--- src/rtl/immediate_encoder_if.sv ---
// -----------------------------------------------------------------------------
// immediate_encoder_if
// Request/result bundle for the immediate encoder.
//   start  : request strobe (master -> slave), only honoured while idle
//   value  : 8-bit constant to encode (master -> slave)
//   busy   : encoder is not idle (slave -> master)
//   done   : one-cycle pulse, result valid (slave -> master)
//   found  : constant is encodable (slave -> master)
//   code   : 5-bit immediate field, code[4]=1 table form, 0 direct form
// -----------------------------------------------------------------------------
interface immediate_encoder_if;
   logic       start;
   logic [7:0] value;
   logic       busy;
   logic       done;
   logic       found;
   logic [4:0] code;

   modport master (
      output start, value,
      input  busy, done, found, code
   );

   modport slave (
      input  start, value,
      output busy, done, found, code
   );
endinterface

--- src/rtl/immediate_encoder.sv ---
// -----------------------------------------------------------------------------
// immediate_encoder
// Finds the 5-bit immediate field that the immediate decoder expands back to
// a given 8-bit constant. Constants 0..15 use the direct form; anything else
// is looked up in the decoder's 16-entry table, one entry per cycle, and the
// lowest matching index is reported.
// Ports:
//   i_clk  : system clock, rising edge
//   i_rst  : synchronous active-high reset
//   bus    : immediate_encoder_if.slave (start/value in; busy/done/found/code out)
// -----------------------------------------------------------------------------
module immediate_encoder (
   input  logic                 i_clk,
   input  logic                 i_rst,
   immediate_encoder_if.slave   bus
);

   // CHECK is the cycle after acceptance where the latched constant is
   // classified as direct or table form.
   typedef enum logic [1:0] {
      S_IDLE,
      S_CHECK,
      S_SEARCH,
      S_DONE
   } state_t;

   state_t     r_state;
   logic [7:0] r_value;
   logic [3:0] r_idx;
   logic       r_busy;
   logic       r_done;
   logic       r_found;
   logic [4:0] r_code;
   logic       w_match;

   // Must stay identical to the immediate decoder's table.
   function automatic logic [7:0] table_entry(input logic [3:0] idx);
      case (idx)
         4'h0:    table_entry = 8'hF1;
         4'h1:    table_entry = 8'h80;
         4'h2:    table_entry = 8'h81;
         4'h3:    table_entry = 8'hC8;
         4'h4:    table_entry = 8'h82;
         4'h5:    table_entry = 8'h26;
         4'h6:    table_entry = 8'hD7;
         4'h7:    table_entry = 8'h40;
         4'h8:    table_entry = 8'h00;
         4'h9:    table_entry = 8'hF5;
         4'hA:    table_entry = 8'h80;
         4'hB:    table_entry = 8'h4A;
         4'hC:    table_entry = 8'hF0;
         default: table_entry = 8'h00;
      endcase
   endfunction

   assign w_match = (table_entry(r_idx) == r_value);

   always_ff @(posedge i_clk) begin
      if (i_rst) begin
         r_state <= S_IDLE;
         r_value <= 8'h00;
         r_idx   <= 4'h0;
         r_busy  <= 1'b0;
         r_done  <= 1'b0;
         r_found <= 1'b0;
         r_code  <= 5'h00;
      end else begin
         case (r_state)
            S_IDLE: begin
               r_done <= 1'b0;
               if (bus.start) begin
                  r_value <= bus.value;
                  r_found <= 1'b0;
                  r_code  <= 5'h00;
                  r_idx   <= 4'h0;
                  r_busy  <= 1'b1;
                  r_state <= S_CHECK;
               end
            end

            S_CHECK: begin
               // Direct form has priority over any table entry (e.g. 0x00).
               if (r_value < 8'd16) begin
                  r_found <= 1'b1;
                  r_code  <= {1'b0, r_value[3:0]};
                  r_done  <= 1'b1;
                  r_state <= S_DONE;
               end else begin
                  r_state <= S_SEARCH;
               end
            end

            S_SEARCH: begin
               // Ascending scan, so the first hit is the lowest duplicate.
               if (w_match) begin
                  r_found <= 1'b1;
                  r_code  <= {1'b1, r_idx};
                  r_done  <= 1'b1;
                  r_state <= S_DONE;
               end else if (r_idx == 4'hF) begin
                  r_found <= 1'b0;
                  r_code  <= 5'h00;
                  r_done  <= 1'b1;
                  r_state <= S_DONE;
               end else begin
                  r_idx <= r_idx + 4'h1;
               end
            end

            S_DONE: begin
               r_done  <= 1'b0;
               r_busy  <= 1'b0;
               r_state <= S_IDLE;
            end

            default: begin
               r_done  <= 1'b0;
               r_busy  <= 1'b0;
               r_state <= S_IDLE;
            end
         endcase
      end
   end

   assign bus.busy  = r_busy;
   assign bus.done  = r_done;
   assign bus.found = r_found;
   assign bus.code  = r_code;

endmodule

--- src/flat_wrapper.sv ---
// flat-port wrapper written by rule: the top's interface ports become plain ports
module immediate_encoder_flat 
  (i_clk, i_rst, bus_start, bus_value, bus_busy, bus_done, bus_found, bus_code);
  immediate_encoder_if bus_i ();
  input  logic i_clk;
  input  logic i_rst;
  input wire logic [$bits(bus_i.start)-1:0] bus_start;
  input wire logic [$bits(bus_i.value)-1:0] bus_value;
  output wire logic [$bits(bus_i.busy)-1:0] bus_busy;
  output wire logic [$bits(bus_i.done)-1:0] bus_done;
  output wire logic [$bits(bus_i.found)-1:0] bus_found;
  output wire logic [$bits(bus_i.code)-1:0] bus_code;
  assign bus_i.start = bus_start;
  assign bus_i.value = bus_value;
  assign bus_busy = bus_i.busy;
  assign bus_done = bus_i.done;
  assign bus_found = bus_i.found;
  assign bus_code = bus_i.code;
  immediate_encoder u_core (.i_clk(i_clk), .i_rst(i_rst), .bus(bus_i));
endmodule
--- config.mk ---
export PLATFORM = sky130hd
export DESIGN_NAME = immediate_encoder_flat
export DESIGN_NICKNAME = d
export VERILOG_FILES = /design/src/rtl/immediate_encoder_if.sv /design/src/rtl/immediate_encoder.sv /design/src/flat_wrapper.sv
export SDC_FILE = /design/constraint.sdc
export NUM_CORES = 1
export LEC_CHECK = 0
export ABC_AREA = 1
export ABC_CLOCK_PERIOD_IN_PS = 2900
export CAP_MARGIN = 10
export CORE_MARGIN = 1.5
export CORE_UTILIZATION = 35
export CTS_BUF_LIST = sky130_fd_sc_hd__clkbuf_8 sky130_fd_sc_hd__clkbuf_16
export CTS_CLUSTER_SIZE = 20
export DETAILED_ROUTE_END_ITERATION = 10
export PLACE_DENSITY = 0.65
export SYNTH_ARGS = -nofsm -noshare
export SYNTH_HDL_FRONTEND = slang
export SYNTH_SLANG_ARGS = --single-unit
--- constraint.sdc ---
create_clock -name i_clk -period 2.9 [get_ports i_clk]
set_input_delay 0.435 -clock i_clk [delete_from_list [all_inputs] [get_ports i_clk]]
set_output_delay 0.435 -clock i_clk [all_outputs]
set_load 0.02 [all_outputs]
==> summary by stage <==
CTS
The total number of H-tree levels is 2. TritonCTS built the clock tree. The total CTS buffers is 5. The cell chosen for the clock root is clkbuf_8.

The number of gates resized after cts is 0. The clock sink count is 30. Clock-pin slew was measured on the worst setup and hold paths at approximately 0.060 ns. In this run the deepest clock path goes through 2 buffers.

After clock tree synthesis, the setup repair step added 0 buffers. The insertion delay to the later sink of the worst-skew pair is around 0.28 ns. The number of hold buffers added after CTS was 0.

Pwr
Net switching is a little under half of the power. Combinational logic is responsible for between 50 and 60% of the overall power. The sequential fraction of design power is a little under a third. The net switching power is around 0.93 mW. Per report_power, the clock group accounts for between 10% and 20% of the total.

In this run the power density over the cells is 1020 nW/um2. The internal power is ~1.1 mW. IR analysis of the VDD net gives a maximum drop of roughly 0.24 mV. Summed over all cells, the static leakage comes to between 0.9 and 1 nW.

STA
The final sum of negative setup slack is 0 ns. Between clock sinks in the finished design, the worst skew comes to roughly 0.0087 ns. The worst-case hold slack is approximately 0.46 ns. The number of max-slew violations in the final report is 0. The final cycle utilization of the critical path is slightly above 80%. The worst-case headroom to the max-slew limit is 70.5%. Setup repair after global routing left no endpoint under its margin. The number of hold-slack violations in the final timing report was 0.

Setup violations remaining at the end of the flow were counted as 0. The minimum clock period after layout is between 2 and 2.5 ns. For the pin with the worst max-slew slack, the measured transition is about 0.44 ns. The maximum clock frequency is about 420 MHz.

Place
Summed over all nets, the half-perimeter wirelength after detailed placement is between 2000 and 3000 um. The placed cell count is just under 300. The weighted congestion at the end of routability-driven global placement is between 0.8 and 0.9.

During placement, the flow inserted port buffers numbering 18.

Min path
The type of the tightest min-delay check is flip-flop to flip-flop. The worst hold path was traced through 2 stages.

Critical path
In this run the worst path has a maximum fanout of 5. The critical path goes through inv_1 -> ha_1 -> inv_2 -> a21oi_2 -> nor2_1 -> o21ai_1 -> nand2_2 -> clkinv_4 -> nand2_4 -> nand2_1 -> nand3_1 -> ha_1 -> inv_1 -> nand4_1 -> nand3_2 -> nand2_1. The data required time of the worst path is 3.06 ns.

For this design, the slowest cell found on the critical path is dfxtp_1. The sum of buffers and inverters on the critical path is 4. The endpoint type of the worst setup path is a flip-flop. The critical path class is flip-flop to flip-flop. The largest single stage delay on the critical path is approximately 0.35 ns. The critical path crosses 16 cells after its start point. The kind of start point of the critical path is a flip-flop. At the worst endpoint, the arrival time is approximately 2.6 ns. The worst reg2reg path depth is 16. The top cell family by delay on the critical path is simple AND/OR/NAND/NOR gates.

Global routing
The number of antenna violations at the first check in global routing is 0. The first global-routing pass estimated just under 6000 um of wire. Entering global routing, the biggest net connects 16 pins.

The overall overflow remaining after global route is 0. The met2 capacity usage during global routing is 24.3%. The global routing met3 resource utilization is roughly 3.4%. The number of global-route vias before repair came to 1,344. The total global-route track usage is between 10% and 20%.

For this run, global-route usage on met1 was measured as about 18%. The layer flagged by global routing as most heavily used is met2.

Finish
The number of fillers in the final layout is between 400 and 500. Cells fill 44.2% of the core in the end. After the flow finishes, the layout carries non-filler instances totaling 300.

The post-route netlist has about 13% of its cells at a drive strength greater than 1. The number of antenna diodes is 0. The area of the multi-input gates is around 900 um2.

The net count of the finished layout is around 270. Compared with the post-synthesis result, the final layout area differs by 19.0%. The register cell area after layout is approximately 600 um2.

Route
The overall via count from detail_route is 1,440. After the first detailed-routing iteration, the DRC count stood at 85. The first detailed-routing pass ran for 6 iterations. The number of nets with antenna violations after detailed routing is 0.

The per-cell via count in the routed design is about 4.8. After detailed routing, the average wire length per cell comes to about 11 um. The number of design rule violations left after detail routing is 0. The routed wire length is ~3400 um.

Run
Max-cap violations in this run came to 0.

Floorplanning
The top-level port count is 19. The floorplan step set the die height to 71.7 um. The number of cell rows is 24. The die is 71.7 um wide.

The initial core utilization is 37.1%. The floorplan step defined a die boundary enclosing between 5000 and 6000 um2. The region available for standard cell placement spans between 4000 and 5000 um2.

Synth
For this run, the number of Yosys warnings is 0. The net count after synthesis is roughly 250. The mapped cell area is 1650 um2. Yosys mapped the design onto 29 distinct sky130hd cell types. A synthesized cell averages around 7.3 um2.

The count of mapped cells out of synthesis is approximately 230. The sequential fraction of the synthesis area is between 30% and 40%. In this run, synthesis produced a sequential element count of 30.

Status
The run finished with clean final reports.
## synth_stat cells
| library cell | n | area share, % |
|---|---|---|
| inv_1 | 27 | 6.1 |
| nor2_1 | 11 | 2.5 |
| clkinv_4 | 1 | 0.53 |
| nand4_1 | 3 | 1.1 |
| clkbuf_1 | 2 | 0.46 |
| clkinv_1 | 1 | 0.23 |
| o21ai_0 | 14 | 4.2 |
| xnor2_1 | 5 | 2.7 |
| inv_4 | 1 | 0.38 |
| xor2_1 | 1 | 0.53 |
| nor2_4 | 2 | 1.4 |
| buf_6 | 1 | 0.68 |
| o21ai_1 | 2 | 0.61 |
| buf_2 | 1 | 0.30 |
| a21oi_2 | 1 | 0.53 |
| inv_2 | 5 | 1.1 |
| nand3_2 | 4 | 2.4 |
| nand3_1 | 17 | 5.2 |
| nor2_2 | 3 | 1.1 |
| o21ai_2 | 1 | 0.53 |
| o22ai_1 | 3 | 1.1 |
| nand2_4 | 3 | 2.0 |
| a21oi_1 | 17 | 5.2 |
| ha_1 | 9 | 6.8 |
| dfxtp_1 | 30 | 36 |
| nand3_4 | 2 | 2.1 |
| nand2_1 | 55 | 13 |
| or2_1 | 1 | 0.38 |
| nand2_2 | 2 | 0.76 |
## final cells by class
class | count | area share [%]
Timing Repair Buffer | 20 | 9.94
Inverter | 35 | 7.07
Clock inverter | 2 | 0.382
Multi-Input combinational cell | 156 | 45.2
Sequential cell | 30 | 30.6
Tap cell | 52 | 3.31
Clock buffer | 5 | 3.51
## worst register-to-register path, delay by kind of cell, from the launching register on
kind                       cells  cell delay, ns
AOI/OAI and AO/OA              2            0.25
DFF                            1            0.35
and+or+nand+nor                8            0.81
buffers and inverters          4            0.32
adders and majority gates      2            0.55
## layout by cell type (no fill, tap or decap), types with 3 or more instances in the layout
master            n
inv_1            29
xnor2_1           5
nor2_1           11
nand3_1          17
nand3_2           4
dfxtp_1          30
nor2_2            3
nand4_1           3
a21oi_1          17
nand2_4           3
inv_2             5
o22ai_1           3
clkbuf_8          5
nand2_1          55
ha_1              9
clkdlybuf4s50_1  18
o21ai_0          14
## power by group through the flow
stage | Sequential, mW | Clock [mW] | Combinational [mW]
after detailed placement | 0.610 | 0 | 1.09
after global placement | 0.611 | 0 | 1.07
after CTS | 0.603 | 0.310 | 1.10
after global routing | 0.616 | 0.325 | 1.26
final | 0.602 | 0.300 | 1.10
after floorplan | 0.611 | 0 | 0.845
## logic make-up after synthesis
family | after synthesis | synth area share, %
fa+ha+maj | 9 | 6.82
flops | 30 | 36.4
buf+inv | 39 | 9.86
compound gates | 38 | 12.2
xor+xnor | 6 | 3.18
simple gates | 103 | 31.5
## per-stage QoR
stage	power [mW]	setup slack (ns)	cell area, um2
finish	2.00	0.511	1960
global route	2.20	0.283	1960
CTS	2.01	0.506	1960
detailed placement	1.70	0.502	1890
global placement	1.68	0.588	1890
floorplan	1.46	0.835	1650
## routing by layer
layer  wire length [um]  share of wire [%]
met1               1600                 46
met2               1610                 47
met3                168                4.9
met4                 71                2.1
met5                  0                  0
## path summary, 6_finish.rpt
kind         slack, ns                       startpoint                              end
max               0.51   u_core.r_state[0]$_SDFFE_PP0P_                        flip-flop
min               0.46  u_core.bus.code[3]$_SDFFE_PP0P_  u_core.bus.code[3]$_SDFFE_PP0P_
max reg2reg       0.51   u_core.r_state[0]$_SDFFE_PP0P_                        flip-flop
min reg2reg       0.46  u_core.bus.code[3]$_SDFFE_PP0P_  u_core.bus.code[3]$_SDFFE_PP0P_
No activity file was read; power rests on OpenSTA's default activity.
